File: config.mk
export PLATFORM = sky130hd
export DESIGN_NAME = fetch_unit
export DESIGN_NICKNAME = d
export VERILOG_FILES = /design/src/rtl/fetch_unit.sv
export SDC_FILE = /design/constraint.sdc
export NUM_CORES = 1
export LEC_CHECK = 0
export ABC_AREA = 1
export ABC_CLOCK_PERIOD_IN_PS = 7230
export CORE_UTILIZATION = 40
export CTS_CLUSTER_SIZE = 14
export DETAILED_ROUTE_END_ITERATION = 16
export PLACE_DENSITY = 0.7
export SETUP_SLACK_MARGIN = 0.05
export SYNTH_ARGS = -nofsm -noshare
export SYNTH_HDL_FRONTEND = slang
export SYNTH_SLANG_ARGS = --single-unit
File: constraint.sdc
create_clock -name clk -period 7.23 [get_ports clk]
set_clock_uncertainty 0.1 [all_clocks]
set_input_delay 1.446 -clock clk [delete_from_list [all_inputs] [get_ports clk]]
set_output_delay 1.446 -clock clk [all_outputs]
set_load 0.02 [all_outputs]
File: src/rtl/fetch_unit.sv
// rtl/fetch_unit.sv - instruction fetch stage with 2-entry decode queue
//
// Owns the fetch PC, issues word reads over a valid/ready request channel,
// collects in-order responses into a 2-entry {inst, pc} queue for decode,
// and restarts at a new PC on redirect while discarding stale responses.
//
// Ports:
//   clk, rst                      clock, synchronous active-high reset
//   imem_req_valid/ready/addr     fetch request channel (word aligned)
//   imem_rsp_valid/data           in-order response, always accepted
//   redirect, redirect_pc         branch redirect from decode
//   dec_valid/ready/inst/pc       queue head presented to decode
module fetch_unit #(
   parameter logic [31:0] RESET_PC = 32'h0000_0000
) (
   input  logic        clk,
   input  logic        rst,
   output logic        imem_req_valid,
   input  logic        imem_req_ready,
   output logic [31:0] imem_req_addr,
   input  logic        imem_rsp_valid,
   input  logic [31:0] imem_rsp_data,
   input  logic        redirect,
   input  logic [31:0] redirect_pc,
   output logic        dec_valid,
   input  logic        dec_ready,
   output logic [31:0] dec_inst,
   output logic [31:0] dec_pc
);

   logic [31:0] fpc;
   logic [31:0] rpc;
   logic [1:0]  outst;
   logic [1:0]  drop;
   logic [1:0]  cnt;
   logic [31:0] q_inst [2];
   logic [31:0] q_pc   [2];

   logic        deq;
   logic        hs;
   logic        rsp_keep;
   logic        wr_slot;
   logic [2:0]  credit_use;
   logic [31:0] redirect_base;

   always_comb begin
      deq           = dec_valid & dec_ready;
      // Outstanding requests plus queued entries may never exceed the queue
      // depth, so every response has a slot even if decode stalls.
      credit_use    = {1'b0, outst} + {1'b0, cnt} - {2'b00, deq};
      imem_req_valid = !rst && !redirect && (credit_use < 3'd2);
      imem_req_addr = fpc;
      hs            = imem_req_valid & imem_req_ready;
      rsp_keep      = imem_rsp_valid && (drop == 2'd0);
      // Slot for a new entry is counted after this cycle's pop.
      wr_slot       = (cnt - {1'b0, deq}) != 2'd0;
      redirect_base = redirect_pc & ~32'h3;
      dec_valid     = cnt != 2'd0;
      dec_inst      = dec_valid ? q_inst[0] : 32'h0;
      dec_pc        = dec_valid ? q_pc[0]   : 32'h0;
   end

   always_ff @(posedge clk) begin
      if (rst) begin
         fpc       <= RESET_PC;
         rpc       <= RESET_PC;
         outst     <= 2'd0;
         drop      <= 2'd0;
         cnt       <= 2'd0;
         q_inst[0] <= 32'h0;
         q_inst[1] <= 32'h0;
         q_pc[0]   <= 32'h0;
         q_pc[1]   <= 32'h0;
      end else if (redirect) begin
         // Everything still in flight after this cycle's response is stale.
         fpc   <= redirect_base;
         rpc   <= redirect_base;
         cnt   <= 2'd0;
         outst <= outst - {1'b0, imem_rsp_valid};
         drop  <= outst - {1'b0, imem_rsp_valid};
      end else begin
         if (hs) begin
            fpc <= fpc + 32'd4;
         end
         outst <= outst + {1'b0, hs} - {1'b0, imem_rsp_valid};
         if (imem_rsp_valid && (drop != 2'd0)) begin
            drop <= drop - 2'd1;
         end
         if (deq) begin
            q_inst[0] <= q_inst[1];
            q_pc[0]   <= q_pc[1];
         end
         // Written after the shift so a same-cycle enqueue wins its slot.
         if (rsp_keep) begin
            rpc                   <= rpc + 32'd4;
            q_inst[32'(wr_slot)]  <= imem_rsp_data;
            q_pc[32'(wr_slot)]    <= rpc;
         end
         cnt <= cnt + {1'b0, rsp_keep} - {1'b0, deq};
      end
   end

   always_ff @(posedge clk) begin
      if (!rst) begin
         assert (!(imem_rsp_valid && (outst == 2'd0)));
         assert (!(!redirect && rsp_keep && !deq && (cnt == 2'd2)));
      end
   end

endmodule

Word-level counts from Yosys, hierarchy flattened --
Memories as Yosys holds them, arrays and structs flattened. Index checks and enable logic that the tools add are counted.
Storage, ports and cells: register bits after elaboration 70, RAM bits 128, input port bits 70, output and inout bits 98, word-level logic and storage cells 68, memories kept 2
Cells by class: add/subtract/negate cells 11, $lt $le $gt $ge 1, mux-type cells 27, bitwise gates (word level) 4, reduce and logical (&&, ||, !) cells 16
Memories:
- q_inst | words 2, bits a word 32, rd ports 2, clocked after memory_dff 0, wr ports 2, line 36 | logic [31:0] q_inst [2];
- q_pc | words 2, bits a word 32, rd ports 2, clocked after memory_dff 0, wr ports 2, line 37 | logic [31:0] q_pc [2];
Operator list (count):
- $mux 32 | 10
- $add 32x3->32 const B | 2
- $reduce_or 32->1 | 2
- $mux 1 | 14
- $reduce_bool 2->1 | 6
- $sub 2x1->2 | 4
- $mux 2 | 3
- $add 2x1->2 | 2
- $logic_and 1x1->1 | 4
- $add 2x2->3 | 1
- $lt 3x2->1 const B | 1
- $sub 3x1->3 | 1
- $and 1x1->1 | 2
- $logic_not 1->1 | 2
- $logic_not 2->1 | 1
- $or 1x1->1 | 2
- $reduce_or 2->1 | 1
- $sub 2x1->2 const B | 1

Longest topological paths before layout --
word-level depth 9, mapped depth 16, mapped depth without buffers 16

Worst setup path after synthesis --
OpenSTA, ideal clock, no wires.
path type input -> register, from in dec_ready, to mem q_inst[0][0], enable pin, setup time 0.499 ns, arrival time 4.815 ns, setup slack 1.816 ns, stages 4, path buffers 0, cell sequence inv_1 nor2_1 inv_1 o211ai_1
RTL lines:
- from (decl) | line 26 | input logic dec_ready,
- to (decl) | line 36

Worst setup path in the final report --
from in dec_ready, to out imem_req_valid
Between the ends: longest elaborated chain between the ends 4
Ends and longest elaborated chain:
- $and 1x1->1 | line 47 | deq = dec_valid & dec_ready;
- $sub 3x1->3 | line 50 | credit_use = {1'b0, outst} + {1'b0, cnt} - {2'b00, deq};
- $lt 3x2->1 | line 51 | imem_req_valid = !rst && !redirect && (credit_use < 3'd2);
- $logic_and 1x1->1 | line 51
- to (decl) | line 18 | output logic imem_req_valid,
Every way passes these cells.

==> summary.txt <==
post-route insts no fill -> 1731
Clock Sinks -> 190
Pint -> 1.82 mW
Core ar. -> 25500 sq um
leakage power -> 4.96 nW
DRC violations left -> 0
Max VDD drop -> 0.120 mV
Total GRT Usage -> 18.9%
RSZ-0062 raised after global routing -> no
status -> complete, no violations
Initial Util -> 41.2%
Slew @ Worst Pin -> 1040 ps
crit path DAT -> 3940 ps
FFs w/ async S/R, synth -> 0%
root buffer cell -> clkbuf_16
Design Power -> 2.54 mW
Die H -> 164 microns
Yosys reg bits -> 190
global-route wire length before repair -> 39800 microns
switching share of total power -> 28.3%
Mapped Area -> 10500 sq um
largest net degree at the start of global routing -> 64
CTS tree -> done
Final min period -> 5490 ps
Layout area overhead -> 22.3%
Post-Synthesis Cells -> 1243
EDFF count, synth -> 124
switching power -> 0.721 mW
max_cap viols -> 0
initial DRC count -> 647
count of cell types in the netlist -> 46
n_diodes -> 0
initial antenna violation count -> 0
final hold vios -> 0
CP Data Required Time -> 5680 ps
I/O pin cnt -> 168
via-per-instance ratio -> 4.86
H-tree depth -> 4
Net count, final -> 1468
Slew Viols, Final -> 0
Power Density -> 198 nW/um^2
Final Cycle Share -> 75.9%
Slew HR -> 30.4%
chip width -> 164 microns
Hold Crit Class -> reg2reg
Detailed Place HPWL -> 17400 microns
setup bufs post-CTS -> 0
clk_lat worst skew -> 430 ps
clock-pin slew on the worst setup and hold paths -> 70 ps
setup_tns -> 0 ps
Clk pwr share -> 35.3%
Synth warnings -> 0
# resized after CTS -> 0
worst-path fanout max -> 4
Setup crit end kind -> output port
Placed Cells -> 1700
Rows -> 58
Vias -> 8416
grt total ovfl -> 0
CTS max path bufs -> 2
Combinational Power Share -> 15.0%
Startpoint Class -> input pin
sequential group share of total power -> 49.7%
critical path type -> in2out
Antenna Nets Post-Route -> 0
drt total wl -> 24900 microns
Final setup viols -> 0
Post-Syn Area per Cell -> 8.43 sq um
die area -> 26900 sq um
Final Wtd Congestion -> 0.888
share of layout cells above drive strength 1 -> 13.8%
hold_buf cts -> 0
port bufs -> 161
register area share after synthesis -> 48.1%
FMAX -> 182 MHz
wire per inst -> 14.4 microns
TritonCTS Buffers -> 17
Post-synth top flop -> edfxtp_1
vias in the first global route -> 7865
Initial DRT Pass Iterations -> 5
-- metrics by stage --
step                setup slack, ps  hold WS [ps]  instance area, sq um  utilization [%]
finish                         1740           432                 12800             50.3
global route                   1570           459                 12800             50.3
CTS                            1710           434                 12800             50.3
detailed placement             1720           414                 12300             48.2
global placement               1710           396                 12300             48.2
floorplan                      1820           386                 10500                -
-- synth_stat cells (3+ instances only) --
| master | n | share of area, % |
|---|---|---|
| clkbuf_1 | 15 | 0.54 |
| nand2_4 | 3 | 0.32 |
| o22ai_1 | 5 | 0.30 |
| ha_1 | 8 | 0.95 |
| buf_2 | 9 | 0.43 |
| o22ai_2 | 60 | 7.2 |
| nor2_1 | 144 | 5.2 |
| a21oi_1 | 48 | 2.3 |
| nor2_4 | 5 | 0.54 |
| nor3_1 | 9 | 0.43 |
| edfxtp_1 | 124 | 36 |
| o21ai_0 | 47 | 2.2 |
| nand2_1 | 224 | 8.0 |
| nand3_1 | 53 | 2.5 |
| buf_4 | 5 | 0.36 |
| nand4_1 | 7 | 0.42 |
| o21ai_1 | 11 | 0.53 |
| nor2_2 | 66 | 3.9 |
| inv_1 | 257 | 9.2 |
| buf_6 | 17 | 1.8 |
| xnor2_1 | 4 | 0.33 |
| inv_4 | 3 | 0.18 |
| a31oi_1 | 11 | 0.66 |
| xor2_1 | 16 | 1.3 |
| dfxtp_1 | 66 | 13 |
-- sequential cells by signal, indices dropped and copies added (netlist names) --
name and flops:
cnt 2, drop 2, imem_req_addr 30, outst 2, q_inst 64, q_pc 60, rpc 30
-- layer usage --
metal	vias to the layer above	wire length, microns	GRT usage (%)
li1	4242	-	-
met1	3830	11600	25.9
met2	312	10900	29.8
met3	32	1930	4.24
met4	0	383	5.56
met5	-	0	0
-- cells by family after synthesis --
group | synth area share, %
AO/OA/AOI/OAI | 13.7
adder cells (fa/ha/maj) | 1.15
buffers and inverters | 12.8
flip-flops | 48.1
XOR/XNOR | 1.67
other | 0.0358
AND/OR/NAND/NOR | 22.5
-- worst max-delay path, stage by stage --
cell,delay [ps]
clkdlybuf4s50_1,470
inv_1,50
nor2_1,290
nand2_1,110
o21ai_0,90
nand2_1,90
fa_1,480
inv_1,70
nor2_4,130
nand2_1,60
inv_1,60
clkdlybuf4s50_1,590
-- path summary, 6_finish.rpt --
kind	start	endpoint	slack (ps)	depth (start not counted)
min	rpc[25]	rpc[25]	430	3
max reg2reg	cnt[1]	outst[1]	3910	15
max	dec_ready	imem_req_valid	1740	12
min reg2reg	rpc[25]	rpc[25]	430	3
-- layout make-up --
type / instances / area [sq um]
well taps: 330 / 413
clock buffers: 17 / 425
clock inverters: 14 / 125
fillers: 2356 / 12600
inverters: 264 / 1000
multi-input cells: 745 / 4120
repair buffers: 171 / 1690
flip-flops and latches: 190 / 5040
-- cells in the final DEF, fill, tap and decap left out, types with 3 or more instances in the layout --
| master | count |
|---|---|
| nor2_1 | 143 |
| o21ai_0 | 47 |
| nor2_4 | 6 |
| a31oi_1 | 11 |
| clkbuf_16 | 17 |
| clkdlybuf4s50_1 | 161 |
| nand2_4 | 3 |
| o22ai_1 | 5 |
| buf_4 | 10 |
| edfxtp_1 | 124 |
| inv_6 | 7 |
| dfxtp_1 | 66 |
| inv_8 | 3 |
| nor3_1 | 9 |
| clkinv_4 | 3 |
| xor2_1 | 16 |
| nor2_2 | 66 |
| inv_1 | 257 |
| inv_4 | 3 |
| a21oi_1 | 48 |
| nand3_1 | 53 |
| o22ai_2 | 60 |
| xnor2_1 | 4 |
| o21ai_1 | 11 |
| nand4_1 | 7 |
| nand2_1 | 223 |
| conb_1 | 4 |
| ha_1 | 8 |
-- power groups by stage --
stage / Sequential [mW] / Combinational, mW / Clock, mW
final: 1.26 / 0.382 / 0.899
after floorplan: 1.29 / 0.226 / 0
after detailed placement: 1.29 / 0.382 / 0
after global placement: 1.29 / 0.375 / 0
after CTS: 1.26 / 0.385 / 0.920
after global routing: 1.27 / 0.419 / 0.959
Note: power is estimated with default switching activity, not from simulation.
